**src/rtl/log_requant.sv**
```systemverilog
// Requantizes a signed MAC accumulator into a {sign, exponent} log code.
// Two-stage valid/ready pipeline with a saturating count of clamped outputs.
module log_requant #(
  parameter int DATA_WIDTH = 4,
  parameter int ACC_WIDTH  = 2**DATA_WIDTH + 6,
  parameter int SHIFT      = 0,
  parameter int CNT_WIDTH  = 16
) (
  input  logic                  clk,
  input  logic                  reset,
  input  logic                  in_valid,
  output logic                  in_ready,
  input  logic [ACC_WIDTH-1:0]  in_acc,
  output logic                  out_valid,
  input  logic                  out_ready,
  output logic [DATA_WIDTH-1:0] out_code,
  output logic                  out_zero,
  output logic                  out_ovf,
  output logic [CNT_WIDTH-1:0]  clamp_cnt
);

  localparam int EW      = $clog2(ACC_WIDTH);
  localparam int XW      = 32;
  localparam int EXP_MAX = 2**(DATA_WIDTH-1) - 1;
  localparam logic [DATA_WIDTH-2:0] EXP_ONES = '1;
  localparam logic [CNT_WIDTH-1:0]  CNT_MAX  = '1;

  logic                  r_s1_valid;
  logic                  r_s1_sign;
  logic                  r_s1_zero;
  logic                  r_s1_rb;
  logic [EW-1:0]         r_s1_e;

  logic                  w_s2_load;
  logic                  w_accept;
  logic                  w_emit;
  logic [ACC_WIDTH-1:0]  w_mag;
  logic [EW-1:0]         w_e;
  logic                  w_rb;
  logic signed [XW-1:0]  w_x;
  logic [DATA_WIDTH-1:0] w_code;
  logic                  w_zero;
  logic                  w_ovf;

  assign w_s2_load = !out_valid || out_ready;
  assign in_ready  = !r_s1_valid || w_s2_load;
  assign w_accept  = in_valid && in_ready;
  assign w_emit    = out_valid && out_ready;

  // Negating the most negative value wraps to 2^(ACC_WIDTH-1), which is the correct unsigned magnitude.
  always_comb begin
    w_mag = in_acc[ACC_WIDTH-1] ? -in_acc : in_acc;
    w_e   = '0;
    w_rb  = 1'b0;
    for (int i = 1; i < ACC_WIDTH; i++) begin
      if (w_mag[i]) begin
        w_e  = EW'(i);
        w_rb = w_mag[i-1];
      end
    end
  end

  always_comb begin
    w_x    = $signed(XW'(r_s1_e) + XW'(r_s1_rb) - XW'(SHIFT));
    w_zero = 1'b0;
    w_ovf  = 1'b0;
    w_code = '0;
    if (r_s1_zero || (w_x < 0)) begin
      w_zero = 1'b1;
    end else if (w_x > EXP_MAX) begin
      w_ovf  = 1'b1;
      w_code = {r_s1_sign, EXP_ONES};
    end else begin
      w_code = {r_s1_sign, w_x[DATA_WIDTH-2:0]};
    end
  end

  always_ff @(posedge clk) begin
    if (reset) begin
      r_s1_valid <= 1'b0;
      r_s1_sign  <= 1'b0;
      r_s1_zero  <= 1'b0;
      r_s1_rb    <= 1'b0;
      r_s1_e     <= '0;
      out_valid  <= 1'b0;
      out_code   <= '0;
      out_zero   <= 1'b0;
      out_ovf    <= 1'b0;
      clamp_cnt  <= '0;
    end else begin
      if (in_ready) r_s1_valid <= in_valid;
      if (w_accept) begin
        r_s1_sign <= in_acc[ACC_WIDTH-1];
        r_s1_zero <= (in_acc == '0);
        r_s1_e    <= w_e;
        r_s1_rb   <= w_rb;
      end
      if (w_s2_load) begin
        out_valid <= r_s1_valid;
        if (r_s1_valid) begin
          out_code <= w_code;
          out_zero <= w_zero;
          out_ovf  <= w_ovf;
        end
      end
      if (w_emit && out_ovf && (clamp_cnt != CNT_MAX)) clamp_cnt <= clamp_cnt + CNT_WIDTH'(1);
    end
  end

endmodule

```
**config.mk**
```make
export PLATFORM = sky130hd
export DESIGN_NAME = log_requant
export DESIGN_NICKNAME = d
export VERILOG_FILES = /design/src/rtl/log_requant.sv
export SDC_FILE = /design/constraint.sdc
export NUM_CORES = 1
export LEC_CHECK = 0
export ABC_CLOCK_PERIOD_IN_PS = 3930
export BUFFER_PORTS_ARGS = -buffer_cell sky130_fd_sc_hd__buf_2
export CORE_UTILIZATION = 61
export CTS_CLUSTER_DIAMETER = 120
export DETAILED_ROUTE_END_ITERATION = 8
export PLACE_DENSITY = 0.95
export REMOVE_ABC_BUFFERS = 1
export SYNTH_ARGS = -nofsm -noshare
export SYNTH_HDL_FRONTEND = slang
export SYNTH_SLANG_ARGS = --single-unit
```
**constraint.sdc**
```tcl
create_clock -name clk -period 3.93 [get_ports clk]
set_input_delay 0.393 -clock clk [delete_from_list [all_inputs] [get_ports clk]]
set_output_delay 0.393 -clock clk [all_outputs]
set_load 0.005 [all_outputs]
```
; ---- Word level (Yosys, flattened, before mapping)
; Cells that the tools add are included.
[totals]
ff_bits = 32
inputBits = 26
output_inout_bits = 24
elab_cells = 75
[op_classes]
add_sub_neg = 3
order_cmp = 2
eq_ne = 1
n_mux = 48
reduce_logical = 11
[ops]
columns = operator, n
row1 = 5-bit two-way mux, 20
row2 = 1-bit two-way mux, 25
row3 = 22-bit zero test, 1
row4 = 22-bit two-way mux, 1
row5 = 22-bit negation, 1
row6 = 16-bit by 1-bit adder with 16-bit output (second input constant), 1
row7 = 16-bit inequality test (second input constant), 1
row8 = 5-bit by 1-bit adder with 6-bit output, 1
row9 = 6-bit by 3-bit greater-than comparator with 1-bit output (second input constant), 1
row10 = 6-bit by 1-bit less-than comparator with 1-bit output (second input constant), 1
row11 = 1-bit logical AND, 4
row12 = 4-bit two-way mux, 1
row13 = 1-bit logical OR, 3
row14 = 3-bit two-way mux, 1
row15 = 1-bit zero test, 2
row16 = 2-bit AND reduction, 1

; ---- Depth between registers and ports, before layout
; Gate-level depths: netlist of run 1.
[logic_depth]
word_depth = 23
ltp_mapped = 11
ltp_nobuf = 10

; ---- Worst setup path before layout of run 1
; Ideal clock, no wire load.
[synth_timing]
kind = in2reg
from = input in_acc[13]
to = register r_s1_e[3]
setup_time_ns = 0.130
t_arrival_ns = 2.324
path_slack_ns = 1.476
cell_stages = 10
n_path_buf = 2
path_cell_list = buf_6 > or4_4 > or2_1 > buf_6 > nor3_4 > mux2i_1 > o32ai_4 > and4_1 > o21ai_1 > a21oi_2
[synth_between]
elab_chain_len = 11
[synth_lines]
columns = element, line_no
row1 = start: declaration, 13  ; input logic [ACC_WIDTH-1:0] in_acc,
row2 = 22-bit negation, 52  ; w_mag = in_acc[ACC_WIDTH-1] ? -in_acc : in_acc;
row3 = 22-bit two-way mux *, 52
row4 = 5-bit two-way mux (8 in a row), 56  ; if (w_mag[i]) begin
row5 = 5-bit two-way mux *, 56
row6 = end signal: assignment, 95  ; r_s1_e <= w_e;
row7 = end: declaration, 32  ; logic [EW-1:0] r_s1_e;
; Every way passes the cells marked *; elsewhere a longest branch is shown, timed or not.
; A chain may end at the register's enable or synchronous reset.

; ---- Final worst setup path of run 1
[layout_timing]
from = input in_acc[1]
to = register r_s1_e[2]
[layout_between]
elab_chain_len = 21
[layout_lines]
columns = element, line_no
row1 = 22-bit negation *, 52
row2 = 22-bit two-way mux *, 52
row3 = 5-bit two-way mux (18 in a row), 56
row4 = 5-bit two-way mux *, 56
; Marks and branches as above.

==> results.ini, run 1 <==
[place]
place_inst=460
place_area_um2=3020
placement.io_buffers=49
dp_hpwl_um=5110
gp_congestion=0.974

[yosys]
synth_cells=384
postSynth.topFlopCell=dfxtp_1
synth.ff_latch_count=32
synth_area_per_cell_um2=7.35
synth_enable_flop_cells=0
async_reset_ff_share_pct=0
number_of_distinct_standard_cells_referenced_by_the_synthesized_netlist=71
synth_seq_area_share_pct=22.7
synth.cell_area_um2=2820
synth.yosys.warnings=0

[finish]
area.growth.synth_to_final_pct=10.2
stdcell_area_um2=3110
layout.cells.non_filler=468
drive_gt1_share_pct=17.8
multiInputGateArea_um2=2050
final_core_util_pct=70.5
num-nets-final=445
footprint_of_the_flip_flops_and_latches_um2=641
antenna_cells_inserted=0
nFillCells=332

[timing]
final_max_slew_viol_count=0
final.setup_skew_ns=0.00172
max_slew.worst_pin.slew_ns=0.882
timing.setup.tns_ns=0
setup_repair_after_global_routing_missed_its_margin=false
period_utilisation_layout_pct=78.2
maxClockFrequency_ghz=0.326
final-setup-viol-count=0
timing.final.hold_violations=0
final_period_minus_worst_setup_slack_ns=3.07
maxSlewHeadroom_pct=41.2

[critical_path]
cp_slowest_cell=nand4_1
critical_path.max_stage_delay_ns=0.59
worst_ep_required_time_ns=4.09
critical_path.cell_chain=buf_2 > inv_1 > ha_1 > nor2b_1 > nand4_1 > o31ai_1 > xor2_1 > nor2b_1 > nand2_1 > o2111ai_1 > o21ai_1
critical_path.most_common_cell=nor2b_1
cp_max_fo=14
start_kind=primary input
critPathCaptureType=flip-flop
criticalPathCategory=primary input to flip-flop
r2r_setup_slack_ns=1.82
cp_data_arrival_time_ns=3.23

[global_routing]
first_pass_grt_wire_length_um=12100
grt_overflow_total=0
top_usage_layer=met2
gr-usage-met2_pct=51.8
via_count_of_the_first_global_routing_pass=2744
grt_start_max_net_pins=56
groute.usage.overall_pct=29.7
use_met1_pct=36.9
met3_grt_util_pct=3.90
number_of_antenna_violations_at_the_first_check_in_global_routing=0

[clock_tree]
postCtsSetupRepairBufs=0
post_cts.resized_instances=0
worstSkewPairLatency_ns=0.29
numCtsBuffers=5
cts-htree-levels=2
worst_setup_hold_path_clk_slew_ns=0.06
cts.path.max_buffers=2
tritoncts=built
post_cts_hold_buffer_count=0
clk_root_buffer_cell=clkbuf_8
clock_sinks=32

[detailed_routing]
vias=2996
final_antenna_net_count=0
avgViaCountPerCell=6.40
routed_length_per_instance_um=14.9
drt_first_iter_violations=142
detail_route.wirelength_um=6980
drc=0
number_of_iterations_in_the_first_detailed_routing_pass=6

[floorplan]
die_w_um=70.0
effective_utilization_at_floorplan_pct=63.9
die_height_um=70.0
io_pins=50
core_area_um2=4410
fp.dieArea_um2=4900
core.rowCount=24

[outcome]
run_status=complete, no violations

[power]
ir_drop_mv=0.147
total_power_w=0.000795
static_power_due_to_leakage_nw=1.18
powerDensity_nw_per_um2=256

[job]
max_cap_violations=0

[hold_path]
min-delay-path-class=primary input to flip-flop

==> synthesized netlist by cell type (all sizes together), types with 8 or more instances <==
cell type	n	area (um^2)
nor2	57	224
dfxtp	32	641
nand2	31	116
a21oi	28	148
o21ai	22	114
nor3	18	111
clkbuf	16	60.1
xnor2	16	140
nand3	13	65.1
nand4	13	87.6
xor2	13	114
buf	9	52.5
a31oi	8	50.1
nor2b	8	50.1
==> path summary, 6_finish.rpt <==
check	startpoint	depth (start not counted)	to
setup reg to reg	clamp_cnt[0]	8	clamp_cnt[6]
hold / removal	in_valid	3	r_s1_valid
setup / recovery	in_acc[1]	11	r_s1_e[2]
hold reg to reg	r_s1_sign	2	r_s1_sign
==> placed cells by master (no fill, tap or decap), types with 5 or more instances in the layout <==
cell type	instances
nor2_1	55
buf_2	49
dfxtp_1	32
nand2_1	31
a21oi_1	26
o21ai_0	16
xnor2_1	16
nor3_1	15
nand3_1	13
xor2_1	13
nand4_1	12
nor2b_1	8
a31oi_1	8
inv_1	6
nand2b_1	6
a211oi_1	6
clkbuf_8	6
nor4_1	5
mux2i_1	5
o21ai_1	5
==> critical path: cells and delay by family <==
family | cells | cell delay [ns]
XOR/XNOR | 1 | 0.31
adder cells (fa/ha/maj) | 1 | 0.27
AND/OR/NAND/NOR | 4 | 1.27
buffers and inverters | 2 | 0.20
AO/OA/AOI/OAI | 3 | 0.80
==> sequential cells by signal, summed over array words and instances, names as in the netlist <==
| signal | flops |
|---|---|
| r_s1_rb | 1 |
| r_s1_sign | 1 |
| r_s1_e | 5 |
| out_zero | 1 |
| out_code | 4 |
| out_valid | 1 |
| r_s1_valid | 1 |
| r_s1_zero | 1 |
| out_ovf | 1 |
| clamp_cnt | 16 |
==> power by group <==
part / switching [W] / leakage (nW) / internal [W]
Sequential: 0.00000662 / 0.260 / 0.000334
Combinational: 0.000122 / 0.874 / 0.0000759
Clock: 0.000115 / 0.0455 / 0.000143
==> cell families after synthesis <==
kind of cell | after synthesis | synth area share (%)
and+or+nand+nor | 175 | 32.8
AOI/OAI and AO/OA | 107 | 26.8
DFF | 32 | 22.7
buffers and inverters | 31 | 4.79
xor gates and xnor gates | 29 | 9.00
muxes | 6 | 2.17
adders and majority gates | 4 | 1.77
==> layout make-up <==
type                       count  area share (%)
clock buffer                   8            2.90
inverter                       6           0.724
multi-input combinational    321            65.8
sequential                    32            20.6
tap                           52            2.09
timing repair buffer          49            7.88
==> metrics by stage <==
stage,hold WS [ns],worst slack (ns)
2_1_floorplan,0.425,1.20
3_3_place_gp,0.444,0.788
3_5_place_dp,0.446,0.578
4_1_cts,0.375,0.898
5_1_grt,0.394,0.525
6_report,0.377,0.859
==> layer usage <==
layer / share of wire (%) / vias to the layer above / wire length [um]
li1: - / 1469 / -
met1: 42 / 1386 / 2940
met2: 50 / 116 / 3500
met3: 5.3 / 25 / 367
met4: 2.4 / 0 / 167
met5: 0 / - / 0
(Power assumes the default switching activity.)
==> run 2: changes to the inputs <==
--- a/config.mk
+++ b/config.mk
@@ -5,12 +5,12 @@
 export SDC_FILE = /design/constraint.sdc
 export NUM_CORES = 1
 export LEC_CHECK = 0
-export ABC_CLOCK_PERIOD_IN_PS = 3930
+export ABC_CLOCK_PERIOD_IN_PS = 3100
 export BUFFER_PORTS_ARGS = -buffer_cell sky130_fd_sc_hd__buf_2
-export CORE_UTILIZATION = 61
+export CORE_UTILIZATION = 57
 export CTS_CLUSTER_DIAMETER = 120
 export DETAILED_ROUTE_END_ITERATION = 8
-export PLACE_DENSITY = 0.95
+export PLACE_DENSITY = 0.92
 export REMOVE_ABC_BUFFERS = 1
 export SYNTH_ARGS = -nofsm -noshare
 export SYNTH_HDL_FRONTEND = slang
==> constraint.sdc (replaced) <==
create_clock -name clk -period 3.1 [get_ports clk]
set_input_delay 0.31 -clock clk [delete_from_list [all_inputs] [get_ports clk]]
set_output_delay 0.31 -clock clk [all_outputs]
set_load 0.005 [all_outputs]
==> run 2 against run 1 <==
  * Power up 35%
  * First-iteration DRC count rose by 62%
  * Utilization down 3.6 points
  * Critical path depth is 1 higher
  * Clock skew rose by 0.0047 ns
  * Clock power grew 51%
  * Via count grew 1.3%
  * Die area up 6.8%
  * Hold slack worse by 0.11 ns
  * Cell area up 2.1%
==> results.ini, run 2 (synthesized netlist as in run 1, its figures left out) <==
[outcome]
run_status=complete, no violations  ; unchanged

[timing]
final-setup-viol-count=0  ; unchanged
hold-worst-slack_ns=0.269  ; was 0.377 ns
maxClockFrequency_ghz=0.405
timing.final.hold_violations=0  ; unchanged
final_max_slew_viol_count=0  ; unchanged
final_period_minus_worst_setup_slack_ns=2.47
max_slew.worst_pin.slew_ns=0.571  ; was 0.882 ns
period_utilisation_layout_pct=79.7
setup_repair_after_global_routing_missed_its_margin=false  ; unchanged
timing.setup.tns_ns=0  ; unchanged
final.setup_skew_ns=0.00638  ; was 0.00172 ns
maxSlewHeadroom_pct=61.0  ; was 41.2%

[place]
placement.io_buffers=49  ; unchanged
gp_congestion=0.961  ; was 0.974
dp_hpwl_um=5080  ; was 5110 um

[critical_path]
crit_path_buf_inv_count=3  ; was 2
path_delay_family=simple AND/OR/NAND/NOR gates  ; unchanged
critical_path.max_stage_delay_ns=0.34  ; was 0.59 ns
worst_ep_required_time_ns=3.25  ; was 4.09 ns
r2r_setup_slack_ns=0.93  ; was 1.82 ns
critical_path.cell_chain=buf_2 > inv_1 > ha_1 > nor2b_1 > nand4_1 > buf_4 > nor3_4 > mux2i_1 > o32ai_4 > and4_1 > o21ai_1 > a21oi_2  ; was buf_2 > inv_1 > ha_1 > nor2b_1 > nand4_1 > o31ai_1 > xor2_1 > nor2b_1 > nand2_1 > o2111ai_1 > o21ai_1
cp_slowest_cell=nor2b_1  ; was nand4_1
critPathCaptureType=flip-flop  ; unchanged
cp_max_fo=9  ; was 14
start_kind=primary input  ; unchanged
criticalPathCategory=primary input to flip-flop  ; unchanged
cp_data_arrival_time_ns=2.62  ; was 3.23 ns

[global_routing]
first_pass_grt_wire_length_um=11100  ; was 12100 um
via_count_of_the_first_global_routing_pass=2576  ; was 2744
grt_start_max_net_pins=35  ; was 56
grt_overflow_total=0  ; unchanged
groute.usage.overall_pct=26.0  ; was 29.7%
number_of_antenna_violations_at_the_first_check_in_global_routing=0  ; unchanged

[detailed_routing]
avgViaCountPerCell=6.23  ; was 6.40
vias=3034  ; was 2996
final_antenna_net_count=0  ; unchanged
detail_route.wirelength_um=6820  ; was 6980 um
number_of_iterations_in_the_first_detailed_routing_pass=5  ; was 6
drt_first_iter_violations=230  ; was 142
drc=0  ; unchanged
routed_length_per_instance_um=14.0  ; was 14.9 um

[finish]
nFillCells=396  ; was 332
drive_gt1_share_pct=18.8  ; was 17.8%
most-common-layout-cells=55 x nor2_1, 49 x buf_2, 32 x dfxtp_1  ; unchanged
antenna_cells_inserted=0  ; unchanged
layout_top_registers=clamp_cnt x16, r_s1_e x5, out_code x4  ; unchanged
registers.top_by_ff_count=clamp_cnt  ; unchanged
area.growth.synth_to_final_pct=12.5  ; was 10.2%
final_core_util_pct=66.8  ; was 70.5%
footprint_of_the_flip_flops_and_latches_um2=641  ; unchanged
num-nets-final=449  ; was 445
multiInputGateArea_um2=2050  ; unchanged
largest_register_ffs=16  ; unchanged
layout_commonest_cell=nor2_1  ; unchanged

[power]
total_power_w=0.00107  ; was 0.000795 W
static_power_due_to_leakage_nw=1.21  ; was 1.18 nW
ir_drop_mv=0.176  ; was 0.147 mV
powerDensity_nw_per_um2=337  ; was 256 nW/um^2

[clock_tree]
post_cts_hold_buffer_count=0  ; unchanged
postCtsSetupRepairBufs=0  ; unchanged
cts.path.max_buffers=2  ; unchanged
numCtsBuffers=5  ; unchanged
worst_setup_hold_path_clk_slew_ns=0.07  ; was 0.06 ns
clock_sinks=32  ; unchanged
cts-htree-levels=2  ; unchanged
tritoncts=built  ; unchanged
post_cts.resized_instances=0  ; unchanged
worstSkewPairLatency_ns=0.28  ; was 0.29 ns
clk_root_buffer_cell=clkbuf_8  ; unchanged

[floorplan]
core_area_um2=4750  ; was 4410 um^2
io_pins=50  ; unchanged
die_w_um=72.4  ; was 70.0 um
core.rowCount=25  ; was 24
effective_utilization_at_floorplan_pct=59.4  ; was 63.9%
fp.dieArea_um2=5240  ; was 4900 um^2
die_height_um=72.4  ; was 70.0 um

[job]
max_cap_violations=0  ; unchanged

[hold_path]
min-delay-path-class=primary input to flip-flop  ; unchanged

run 2: cell types whose count changed in the layout (fill, tap and decap cells not counted), sizes merged:
cell    delta
buf        +4
clkbuf     -2
bufinv     +1
clkinv     +1
run 2: worst paths after layout:
path                   to  cells past startpoint         start
max             r_s1_e[3]                     12     in_acc[1]
min            r_s1_valid                      3      in_valid
max reg2reg  clamp_cnt[6]                      8  clamp_cnt[0]
min reg2reg     r_s1_sign                      2     r_s1_sign
run 2: worst register-to-register path: stages (launching register included):
cell and delay (ns):
dfxtp_1 0.39, ha_1 0.25, nand3_1 0.11, nor4_1 0.51
nor2_1 0.20, and3_1 0.25, nand4_1 0.11, xor2_1 0.17
nor2_1 0.05
run 2: cell type report:
| type | count | area share [%] |
|---|---|---|
| Clock buffer | 6 | 2.28 |
| Clock inverter | 2 | 1.10 |
| Inverter | 6 | 0.709 |
| Multi-Input combinational cell | 321 | 64.4 |
| Sequential cell | 32 | 20.2 |
| Tap cell | 67 | 2.64 |
| Timing Repair Buffer | 53 | 8.66 |
run 2: where the power goes:
group | switching, W | total (W) | internal [W] | leakage (nW)
clock network | 0.000150 | 0.000388 | 0.000238 | 0.0552
registers | 0.00000849 | 0.000431 | 0.000423 | 0.260
logic | 0.000154 | 0.000252 | 0.0000980 | 0.892
total | 0.000313 | 0.00107 | 0.000759 | 1.21
run 2: through the flow:
step,area (um^2),std cells,setup slack (ns)
4_1_cts,3180,487,0.622
6_report,3180,487,0.629
3_3_place_gp,3070,479,0.446
3_5_place_dp,3070,479,0.324
2_1_floorplan,2710,359,0.450
5_1_grt,3180,487,0.364
run 2: metal layers:
metal / global-route usage [%] / share of wire (%) / up-vias
li1: - / - / 1480
met1: 34.3 / 44 / 1367
met2: 43.1 / 46 / 169
met3: 5.00 / 8.1 / 18
met4: 7.41 / 1.4 / 0
met5: 0 / 0 / -
